**src/rtl/data_inf_burst_arbiter.sv**
```systemverilog
// Round-robin burst arbiter: shares one valid/ready stream among NUM requesters,
// granting one burst (ended by last or MAX_BURST beats) at a time.
module data_inf_burst_arbiter #(
    parameter int NUM       = 4,
    parameter int DSIZE     = 8,
    parameter int MAX_BURST = 16
) (
    input  logic                          clock,
    input  logic                          rst,
    input  logic [NUM-1:0]                s_valid,
    input  logic [NUM*DSIZE-1:0]          s_data,
    input  logic [NUM-1:0]                s_last,
    output logic [NUM-1:0]                s_ready,
    output logic                          m_valid,
    output logic [DSIZE-1:0]              m_data,
    output logic                          m_last,
    input  logic                          m_ready,
    output logic [$clog2(NUM)-1:0]        m_sel,
    output logic                          busy
);

    localparam int SelW = $clog2(NUM);
    localparam int CntW = $clog2(MAX_BURST + 1);

    typedef enum logic [1:0] {StIdle, StExec, StDone} state_e;

    state_e            state_q, state_d;
    logic [SelW-1:0]   grant_q, grant_d;
    logic [SelW-1:0]   last_grant_q, last_grant_d;
    logic [CntW-1:0]   count_q, count_d;
    logic [SelW-1:0]   pick;

    // First valid requester at or after last_grant+1, wrapping at NUM.
    always_comb begin
        logic found;
        found = 1'b0;
        pick  = grant_q;
        for (int k = 1; k <= NUM; k++) begin
            int cand;
            cand = (int'(last_grant_q) + k) % NUM;
            if (!found && s_valid[SelW'(cand)]) begin
                found = 1'b1;
                pick  = SelW'(cand);
            end
        end
    end

    always_comb begin
        state_d      = state_q;
        grant_d      = grant_q;
        last_grant_d = last_grant_q;
        count_d      = count_q;
        m_valid      = 1'b0;
        m_data       = '0;
        m_last       = 1'b0;
        s_ready      = '0;
        case (state_q)
            StIdle: begin
                if (|s_valid) begin
                    grant_d = pick;
                    count_d = '0;
                    state_d = StExec;
                end
            end
            StExec: begin
                m_valid          = s_valid[grant_q];
                m_data           = s_data[int'(grant_q)*DSIZE +: DSIZE];
                s_ready[grant_q] = m_ready;
                m_last           = m_valid &&
                                   (s_last[grant_q] || (count_q == CntW'(MAX_BURST - 1)));
                if (m_valid && m_ready) begin
                    count_d = count_q + CntW'(1);
                    if (m_last) begin
                        state_d = StDone;
                    end
                end
            end
            StDone: begin
                last_grant_d = grant_q;
                state_d      = StIdle;
            end
            default: state_d = StIdle;
        endcase
    end

    always_ff @(posedge clock or posedge rst) begin
        if (rst) begin
            state_q      <= StIdle;
            grant_q      <= '0;
            last_grant_q <= SelW'(NUM - 1);
            count_q      <= '0;
        end else begin
            state_q      <= state_d;
            grant_q      <= grant_d;
            last_grant_q <= last_grant_d;
            count_q      <= count_d;
        end
    end

    assign m_sel = grant_q;
    assign busy  = (state_q != StIdle);

endmodule

```
**config.mk**
```make
export PLATFORM = sky130hd
export DESIGN_NAME = data_inf_burst_arbiter
export DESIGN_NICKNAME = d
export VERILOG_FILES = /design/src/rtl/data_inf_burst_arbiter.sv
export SDC_FILE = /design/constraint.sdc
export NUM_CORES = 1
export LEC_CHECK = 0
export CAP_MARGIN = 20
export CORE_ASPECT_RATIO = 1.4
export CORE_MARGIN = 2
export CORE_UTILIZATION = 37
export CTS_BUF_LIST = sky130_fd_sc_hd__clkbuf_16
export CTS_CLUSTER_DIAMETER = 40
export DETAILED_ROUTE_END_ITERATION = 16
export HOLD_SLACK_MARGIN = 0.12
export PLACE_DENSITY = 0.8
export SLEW_MARGIN = 20
export SYNTH_ARGS = -nofsm -noshare
export SYNTH_HDL_FRONTEND = slang
export SYNTH_SLANG_ARGS = --single-unit
```
**constraint.sdc**
```tcl
create_clock -name clock -period 2.2 [get_ports clock]
set_input_delay 0.66 -clock clock [delete_from_list [all_inputs] [get_ports clock]]
set_output_delay 0.66 -clock clock [all_outputs]
set_load 0.02 [all_outputs]
```
==> flow_summary.html <==
<table>
<tr><th>Metric</th><th>Value</th></tr>
<tr><th colspan="2">STA</th></tr>
<tr><td>Clock tree skew after final layout</td><td>0.002985 ns</td></tr>
<tr><td>Max-slew headroom</td><td>0.7347</td></tr>
<tr><td>Minimum period implied by the final worst setup slack</td><td>about 2.3 ns</td></tr>
<tr><td>Maximum clock frequency</td><td>434.8 MHz</td></tr>
<tr><td>Aggregate negative setup slack</td><td>-0.2496 ns</td></tr>
<tr><td>Slew of the pin with the lowest slew margin</td><td>0.3975 ns</td></tr>
<tr><td>Unrepaired setup endpoints after global routing</td><td>true</td></tr>
<tr><td>Final WS setup</td><td>-0.09978 ns</td></tr>
<tr><td>Fin. max-slew vios</td><td>0</td></tr>
<tr><td>Final setup violation count</td><td>10</td></tr>
<tr><td>Fin crit share</td><td>1.045</td></tr>
<tr><td>Final count of hold timing violations</td><td>0</td></tr>
<tr><th colspan="2">Outcome</th></tr>
<tr><td>Run status</td><td>finished with violations</td></tr>
<tr><td>Violations in the final reports</td><td>setup timing</td></tr>
<tr><th colspan="2">Die</th></tr>
<tr><td>Area enclosed by the die boundary</td><td>0.003121 sq mm</td></tr>
<tr><td>Initial standard-cell utilization of the core</td><td>0.3839</td></tr>
<tr><td>Overall die height</td><td>65.31 um</td></tr>
<tr><td>Area of the core</td><td>0.002587 sq mm</td></tr>
<tr><td>Number of cell rows</td><td>22</td></tr>
<tr><td>Horiz. Die Dim</td><td>47.80 um</td></tr>
<tr><td>IO Count</td><td>60</td></tr>
<tr><th colspan="2">Job</th></tr>
<tr><td>Max-capacitance violation count</td><td>0</td></tr>
<tr><th colspan="2">Logic synthesis</th></tr>
<tr><td>Cells after synthesis</td><td>between 90 and 100</td></tr>
<tr><td>Post-synthesis net count</td><td>144</td></tr>
<tr><td>EDFF count, synth</td><td>0</td></tr>
<tr><td>Synth Cell Area</td><td>993.5 sq um</td></tr>
<tr><td>Post-synthesis register bit count</td><td>11</td></tr>
<tr><td>Mean post-synth cell area</td><td>~10 sq um</td></tr>
<tr><td>Share of synthesized flip-flops with an asynchronous set or reset</td><td>1.000</td></tr>
<tr><td>Number of different library cells in the post-synthesis netlist</td><td>36</td></tr>
<tr><td>Yosys synthesis warning count</td><td>0</td></tr>
<tr><td>Most common flop cell mapped by yosys</td><td>dfrtp_1</td></tr>
<tr><td>Sequential cell area fraction in the yosys report</td><td>0.2796</td></tr>
<tr><th colspan="2">Power</th></tr>
<tr><td>Logic pwr share</td><td>0.706</td></tr>
<tr><td>Ratio of total power to cell area</td><td>1289 mW/mm^2</td></tr>
<tr><td>Internal power</td><td>1460 uW</td></tr>
<tr><td>Maximum VDD drop</td><td>slightly above 0.8 mV</td></tr>
<tr><td>Net switching component of the power</td><td>890.9 uW</td></tr>
<tr><td>Seq pwr share</td><td>0.159</td></tr>
<tr><td>Net switching fraction of the power</td><td>0.3790</td></tr>
<tr><td>Design Power</td><td>2351 uW</td></tr>
<tr><td>Static Leak</td><td>0.0008175 uW</td></tr>
<tr><td>Portion of total power attributed to the clock network</td><td>0.135</td></tr>
<tr><th colspan="2">Finish</th></tr>
<tr><td>Commonest cells after routing, fill and taps aside</td><td>clkdlybuf4s15_1 (31), buf_4 (18), buf_6 (14)</td></tr>
<tr><td>Antenna fix cells</td><td>0</td></tr>
<tr><td>Most common library cell in the layout ignoring fill and taps</td><td>clkdlybuf4s15_1</td></tr>
<tr><td>Final cell count without fillers</td><td>210</td></tr>
<tr><td>Post-route cell area</td><td>0.001823 sq mm</td></tr>
<tr><td>Share of cells above drive strength 1</td><td>0.4483</td></tr>
<tr><td>Final nets</td><td>220</td></tr>
<tr><td>Synth-to-layout area growth</td><td>83.50%</td></tr>
<tr><th colspan="2">Clock tree</th></tr>
<tr><td>H-Tree Depth</td><td>1</td></tr>
<tr><td>Clock transition at the registers of the reported paths</td><td>~0.040 ns</td></tr>
<tr><td>TritonCTS Buffers</td><td>3</td></tr>
<tr><td>Cell at the root of the clock tree</td><td>clkbuf_16</td></tr>
<tr><td>Clock sink count</td><td>11</td></tr>
<tr><td>Clock insertion delay at the later pin of the skew report</td><td>0.24 ns</td></tr>
<tr><td>TritonCTS clock tree</td><td>done</td></tr>
<tr><td>CTS max path bufs</td><td>2</td></tr>
<tr><th colspan="2">Critical path</th></tr>
<tr><td>Cell family with the largest share of critical-path delay</td><td>multiplexers</td></tr>
<tr><td>Reg2reg path depth</td><td>6</td></tr>
<tr><td>Worst-path cell chain</td><td>buf_6 -&gt; mux4_2 -&gt; and2_4 -&gt; nor2b_4 -&gt; buf_6</td></tr>
<tr><td>WP data arrival</td><td>1.64 ns</td></tr>
<tr><td>Start-to-end type of the worst setup path</td><td>input port to primary output</td></tr>
<tr><td>Source of the worst register-to-register timing path</td><td>m_sel[0]</td></tr>
<tr><td>Worst reg2reg path endpoint</td><td>count_q[3]</td></tr>
<tr><td>Most used cell along the critical path</td><td>buf_6</td></tr>
<tr><td>Cell with the largest stage delay on the worst path</td><td>mux4_2</td></tr>
<tr><td>Largest stage delay on the critical path</td><td>between 0.4 and 0.5 ns</td></tr>
<tr><td>Biggest fanout along the worst timing path</td><td>2</td></tr>
<tr><td>Req. time, crit path</td><td>1.54 ns</td></tr>
<tr><td>Element type at the critical path end</td><td>primary output</td></tr>
<tr><td>Register-to-register path setup slack</td><td>0.55 ns</td></tr>
<tr><td>CP startpoint kind</td><td>input port</td></tr>
<tr><td>Buffers and inverters on the worst path</td><td>2</td></tr>
<tr><th colspan="2">Placed design</th></tr>
<tr><td>Detailed placer's ending HPWL</td><td>2.598 mm</td></tr>
<tr><td>Placed Area</td><td>0.001730 sq mm</td></tr>
<tr><td>Placer congestion estimate</td><td>0.7724</td></tr>
<tr><td>Placed cells</td><td>about 210</td></tr>
<tr><td>PortBufs</td><td>59</td></tr>
<tr><th colspan="2">Worst hold path</th></tr>
<tr><td>Hold worst-path end</td><td>count_q[3]</td></tr>
<tr><td>HP Class</td><td>flip-flop to flip-flop</td></tr>
<tr><td>Number of cells on the worst hold path</td><td>1</td></tr>
<tr><td>Hold_sp</td><td>count_q[3]</td></tr>
<tr><th colspan="2">Drt</th></tr>
<tr><td>Post-route DRC violation count</td><td>0</td></tr>
<tr><td>DRC marker count from the first detailed-route iteration</td><td>8</td></tr>
<tr><td>Routed length per placed instance</td><td>roughly 15 um</td></tr>
<tr><td>Total Routed Length</td><td>3.114 mm</td></tr>
<tr><td>Drt first pass iters</td><td>4</td></tr>
<tr><td>Via density per instance</td><td>5.162</td></tr>
<tr><td>Antenna Violating Nets Remaining</td><td>0</td></tr>
<tr><td>Routed vias</td><td>1084</td></tr>
<tr><th colspan="2">Global route</th></tr>
<tr><td>Vias in the first global route</td><td>1102</td></tr>
<tr><td>Global-route total usage across every layer</td><td>0.2076</td></tr>
<tr><td>Wire length of the first global-routing pass</td><td>4.692 mm</td></tr>
<tr><td>Maximum number of pins on one net before global-route repair</td><td>14</td></tr>
<tr><td>Global-route congestion overflow total</td><td>0</td></tr>
<tr><td>Number of antenna violations at the first check in global routing</td><td>0</td></tr>
</table>
==> Yosys cell counts, types with 3 or more instances <==
cell type | count | area [sq um]
and2_1 | 9 | 56.30
buf_6 | 3 | 33.78
o21ai_0 | 5 | 25.02
inv_1 | 8 | 30.03
nand2_1 | 6 | 22.52
nand3_1 | 6 | 30.03
mux4_2 | 10 | 225.2
nor2_1 | 5 | 18.77
dfrtp_1 | 9 | 225.2
==> routing by layer <==
metal / routed length (um) / global-route usage / vias to the layer above / share of wire
li1: - / - / 519 / -
met1: 1122 / 0.2250 / 502 / 0.36
met2: 1581 / 0.3667 / 57 / 0.51
met3: 370 / 0.05220 / 6 / 0.12
met4: 39 / 0.07432 / 0 / 0.013
met5: 0 / 0 / - / 0
==> power by group through the flow <==
stage,Combinational [uW],Clock (uW),Sequential [uW]
4_1_cts,1670,326,373
5_1_grt,1780,331,384
3_5_place_dp,1540,0,373
3_3_place_gp,1500,0,363
2_1_floorplan,878,0,368
6_report,1660,318,374
==> through the flow <==
stage,util,setup slack [ns],hold slack (ns)
2_1_floorplan,-,0.001987,0.4420
3_3_place_gp,0.6688,-0.8625,0.4792
3_5_place_dp,0.6688,-0.8768,0.4859
4_1_cts,0.7045,-0.1058,0.4906
5_1_grt,0.7045,-0.1258,0.5086
6_report,0.7045,-0.09978,0.4924
==> state kept, by name, summed over array words and instances (netlist names) <==
| name | cells |
|---|---|
| m_sel | 2 |
| last_grant_q | 2 |
| state_q | 2 |
| count_q | 5 |
==> layout make-up <==
class / instances / area, sq um
Multi-Input combinational cell: 73 / 674.4
Fill cell: 206 / 764.5
Tap cell: 36 / 45.04
Clock buffer: 3 / 75.07
Timing Repair Buffer: 78 / 715.7
Clock inverter: 1 / 3.754
Sequential cell: 11 / 279.0
Inverter: 8 / 30.03
==> cells by family (layout without fill, tap and decap cells) <==
family | count (synthesis) | after routing | synth area share
buf+inv | 15 | 90 | 0.08187
simple gates | 40 | 40 | 0.2255
flops | 11 | 11 | 0.2796
mux | 11 | 11 | 0.2380
fa+ha+maj | 2 | 2 | 0.02518
compound gates | 20 | 20 | 0.1499
==> how the worst max path moves through the flow <==
stage / cells past startpoint / to / startpoint
CTS: 5 / m_last / s_valid[3]
finish: 5 / m_last / s_valid[3]
floorplan: 4 / m_data[1] / m_sel[0]
detailed placement: 5 / m_last / s_valid[3]
global placement: 5 / m_last / s_valid[3]
global route: 5 / m_last / s_valid[3]
==> repair_timing <==
item / CTS / global route
hold buffers: 0 / 0
pin swaps: 10 / 1
gates resized for setup: 191 / 0
setup endpoints to repair: 15 / 10
buffers inserted: 1 / 0
Note: power is estimated with default switching activity, not from simulation.
==> RTL change 1, RTL diff (same settings) <==
The parameter `NUM` goes from 4 to 8.
--- a/src/rtl/data_inf_burst_arbiter.sv
+++ b/src/rtl/data_inf_burst_arbiter.sv
@@ -3,3 +3,3 @@
 module data_inf_burst_arbiter #(
-    parameter int NUM       = 4,
+    parameter int NUM       = 8,
     parameter int DSIZE     = 8,
Ports: changed (5 resized); port bits go from 60 to 105. The function was not compared with the original's and may differ.
==> RTL change 1 against the unedited design <==
  * The flow still finishes with violations (setup timing)
  * Register-to-register slack worse by 0.88 ns
  * Clock skew is 0.0012 ns higher
  * Sequential share of layout area is 7.5 points lower
  * Worst hold slack better by 0.022 ns
  * Cell count is 130% higher
  * Setup slack worse by 0.23 ns
  * Synthesized cell count is 150% higher
  * Final area is 130% higher
  * Sequential cell count is 2 higher
  * Area after synthesis is 120% higher
  * Total power grew to 2.8 times the old value
  * Wire length grew to 2.7 times the old value
  * Sequential power is 20% higher
  * Utilization is 2.3 points higher
  * Critical path type unchanged
  * Largest cell class is now multi-input combinational cells
==> RTL change 1: results <==
[status]
status = finished, violations left
violated_checks = setup timing

[sta]
timing.final.ws_setup_ns = -0.3311
timing.setup.tns_ns = -2.568
final.hold.worst_slack_ns = 0.5148
slew_headroom_pct = 66.97
clock_skews_ns = 0.004211
finalSetupViolCount = 14

[routing]
avgRoutedWirePerCell_um = 17.42
wirelength_met1_mm = 3.086
met3RoutedLength_um = 552
detailroute.wirelength.met2_mm = 4.584
detail_route.iter0.violations = 161

[cells_and_area]
num-multi-input-gates = 208
post_layout_nonfiller_instances = 487
clock_tree_area_fraction_pct = 1.861
fill_cells = 411
multi_input_area_share_pct = 47.84
design.final.nets = 505
regArea_um2 = 331.6
n_all_buffers = 184
share_of_layout_cells_above_drive_strength_1_pct = 48.20

[power_and_ir_drop]
combinationalPowerShare_pct = 87.7
p_leak_nw = 1.905
max-vdd-ir-drop_v = 0.0009810
powerDensity_mw_per_mm2 = 1529
power.switching_fraction_pct = 44.56
powerClk_mw = 0.348

[placed_design]
pre_cts_slack_ns = -1.035
port_buffer_cells = 104
place.detailed.instances = 463
place_congestion = 0.9516
dpl.hpwl_mm = 6.281

[global_route]
grt_start_max_net_pins = 18
grt_pass1_wl_mm = 13.46

[yosys]
synth.area.top_cells = sky130_fd_sc_hd__mux4_2 (12%), sky130_fd_sc_hd__dfrtp_1 (11%), sky130_fd_sc_hd__mux2i_1 (9.9%)
ys_seq_elements = 13
postSynthNetCount = 332
syn_area_per_cell_um2 = 9.039
top_cells_by_count_synth = sky130_fd_sc_hd__nor2_1 (30), sky130_fd_sc_hd__mux2i_1 (22), sky130_fd_sc_hd__nand2_1 (20)
yosysUniqueCellTypes = 51

[hold_path]
min_delay_worst_endpoint = count_q[4]$_DFFE_PP0P_

[worst_setup_path]
timing.critical_path.from = s_last[7]
arrival_ns = 1.87
timing.reg2reg.worst_path_depth = 8
reg2reg_to = m_sel[0]$_DFFE_PP0P_

[floorplanning]
taps = 70
-- RTL change 1: cell types whose count changed in the layout (fill, tap and decap cells not counted), moves of 6 or more --
cell,delta
sky130_fd_sc_hd__clkdlybuf4s50_1,+18
sky130_fd_sc_hd__nor2_1,+14
sky130_fd_sc_hd__buf_6,+15
sky130_fd_sc_hd__nand2_1,+12
sky130_fd_sc_hd__buf_4,+53
sky130_fd_sc_hd__clkdlybuf4s15_1,-18
sky130_fd_sc_hd__dlygate4sd2_1,+32
sky130_fd_sc_hd__and2_4,-7
sky130_fd_sc_hd__a21oi_1,+6
sky130_fd_sc_hd__nor2_2,+9
sky130_fd_sc_hd__mux2i_1,+17
-- RTL change 1: through the flow --
step / area [um^2] / utilization, %
after floorplan: 2302 / -
after detailed placement: 3800 / 65.27
after CTS: 4110 / 70.60
after global placement: 3800 / 65.27
after global routing: 4237 / 72.77
final: 4237 / 72.77
-- RTL change 1: cells by family after synthesis --
| logic type | Yosys count | share of synthesized area (%) |
|---|---|---|
| buffers and inverters | 24 | 5.084 |
| xor gates and xnor gates | 5 | 2.317 |
| DFF | 13 | 14.86 |
| adders and majority gates | 4 | 2.260 |
| AOI/OAI and AO/OA | 58 | 17.57 |
| and+or+nand+nor | 88 | 19.72 |
| muxes | 53 | 38.19 |
-- RTL change 1: timing repair --
item	4_1_cts	5_1_grt
hold buffers	0	0
endpoints found under the hold margin	0	0
setup endpoints to repair	28	19
pin swaps	43	25
buffers inserted	15	6
gates resized for setup	260	35
-- RTL change 1: per-layer routing --
layer,vias to the layer above,track usage (%)
met5,-,0
met1,1317,27.96
met2,135,48.08
met4,0,8.170
met3,24,4.545
li1,1280,-
==> RTL change 2, RTL diff (config.mk and constraints unchanged) <==
Made on the original files. Re-encode `state_e` (3 states) as one-hot, 3 bits wide.
--- a/src/rtl/data_inf_burst_arbiter.sv
+++ b/src/rtl/data_inf_burst_arbiter.sv
@@ -24,3 +24,3 @@
 
-    typedef enum logic [1:0] {StIdle, StExec, StDone} state_e;
+    typedef enum logic [2:0] {StIdle = 3'b001, StExec = 3'b010, StDone = 3'b100} state_e;
 
Formal check against the unedited RTL: same outputs for any inputs over 10 cycles, from zero or initial values and one cycle with rst high; not proved beyond that.
==> RTL change 2 against the unedited design <==
  * The flow still finishes with violations (setup timing)
  * Area after synthesis down 1.3%
  * Worst hold slack better by 0.032 ns
  * Setup slack better by 0.0031 ns
  * Largest power group unchanged
  * Total power down 17%
  * Sequential cell count up 1
  * Global-route usage up 3.8 points
  * Final area up 6.7%
  * Wire length up 21%
==> RTL change 2: results <==
[placed_design]
dpl.hpwl_mm = 2.843
placed_area_mm2 = 0.001784
place_congestion = 0.8278
pre_cts_slack_ns = -0.8892
place.detailed.instances = 211

[global_route]
groute.usage.overall_pct = 24.58
grt_met3_usage_pct = 4.457
grt_pass1_wl_mm = 5.382
gr-usage-met1_pct = 20.96
globalRouteMet2Util_pct = 48.48
grt_start_max_net_pins = 13
vias_in_the_first_global_route = 1265

[cells_and_area]
clock_tree_area_fraction_pct = 4.054
seq_area_share_pct = 15.70
non_clock_buffer_area_share_pct = 41.25
fill_cells = 170
multi_input_area_share_pct = 35.71
share_of_layout_cells_above_drive_strength_1_pct = 51.35
num-multi-input-gates = 73
utilization_pct = 75.95
post_layout_nonfiller_instances = 221
n_all_buffers = 91
design.final.nets = 231
non_clock_inverter_count = 5
seq_cell_count = 12

[sta]
timing.final.ws_setup_ns = -0.09667
timing.setup.tns_ns = -0.4858
slew_headroom_pct = 64.11
final.hold.worst_slack_ns = 0.5239
clock_skews_ns = 0.003131
finalSetupViolCount = 10

[power_and_ir_drop]
max-vdd-ir-drop_v = 0.0008618
p_leak_nw = 0.9013

[clocking]
post-cts-setup-buffer-count = 2
post_cts_gate_resize_count = 198

[routing]
wirelength_met1_mm = 1.128
met3RoutedLength_um = 396
maxUsedRoutingLayer = met4
detail_route.iter0.violations = 17
wirelength_mm = 3.769
detailroute.wirelength.met2_mm = 2.143

[status]
status = finished, violations left
violated_checks = setup timing

[yosys]
synth.area.top_cells = sky130_fd_sc_hd__dfrtp_1 (23%), sky130_fd_sc_hd__mux4_2 (23%), sky130_fd_sc_hd__dfstp_2 (8.0%)
synthCells = 96
postSynthNetCount = 141
yosysUniqueCellTypes = 34
seq_area_frac_synth_pct = 30.99
top_cells_by_count_synth = sky130_fd_sc_hd__nand2_1 (11), sky130_fd_sc_hd__mux4_2 (10), sky130_fd_sc_hd__and2_1 (9), sky130_fd_sc_hd__dfrtp_1 (9), sky130_fd_sc_hd__nor2_1 (6)

[hold_path]
worst_hold_path.num_cells = 2
timing.hold.worst.start = count_q[4]$_DFFE_PP0P_
min_delay_worst_endpoint = count_q[4]$_DFFE_PP0P_

[worst_setup_path]
reg2reg_to = m_sel[1]$_DFFE_PP0P_
regToRegSetupSlack_ns = 0.48
r2r-start = state_q[0]$_DFFE_PP1P_
RTL change 2: changes by cell type after synthesis, moves of 2 or more:
cell,unedited run,this run
sky130_fd_sc_hd__buf_6,3,1
sky130_fd_sc_hd__nor3b_1,0,4
sky130_fd_sc_hd__o21ai_0,5,3
sky130_fd_sc_hd__nor2b_1,2,0
sky130_fd_sc_hd__nand2_1,6,11
sky130_fd_sc_hd__nand3_1,6,3
sky130_fd_sc_hd__o221ai_1,2,0
sky130_fd_sc_hd__inv_1,8,5
sky130_fd_sc_hd__and3_1,1,3
sky130_fd_sc_hd__nand2b_1,2,0
sky130_fd_sc_hd__o31ai_2,2,0
sky130_fd_sc_hd__mux2i_1,0,2
sky130_fd_sc_hd__o21ai_1,0,3
RTL change 2: cells by family (layout without fill, tap and decap cells):
family | after synthesis | in the layout | share of synthesized area, %
AOI/OAI and AO/OA | 12 | 12 | 7.780
xor gates and xnor gates | 2 | 2 | 1.786
adders and majority gates | 2 | 2 | 2.551
buffers and inverters | 11 | 100 | 5.357
DFF | 12 | 12 | 31.00
muxes | 13 | 13 | 26.15
and+or+nand+nor | 44 | 44 | 25.38
RTL change 2: power by group:
part / internal [mW] / switching [mW] / leakage (nW) / total, mW
Combinational: 0.719 / 0.549 / 0.710 / 1.27
Clock: 0.239 / 0.0893 / 0.0423 / 0.328
Sequential: 0.299 / 0.0621 / 0.149 / 0.361
RTL change 2: worst max-delay path by stage:
stage	start	end	slack, ns	cells past startpoint
after floorplan	m_sel[1]$_DFFE_PP0P_	m_last	-0.02	4
after global placement	s_last[3]	m_last	-0.83	5
after detailed placement	s_valid[3]	m_last	-0.89	5
after CTS	count_q[1]$_DFFE_PP0P_	m_last	-0.14	6
after global routing	m_sel[0]$_DFFE_PP0P_	m_last	-0.15	5
final	s_last[3]	m_last	-0.1	5
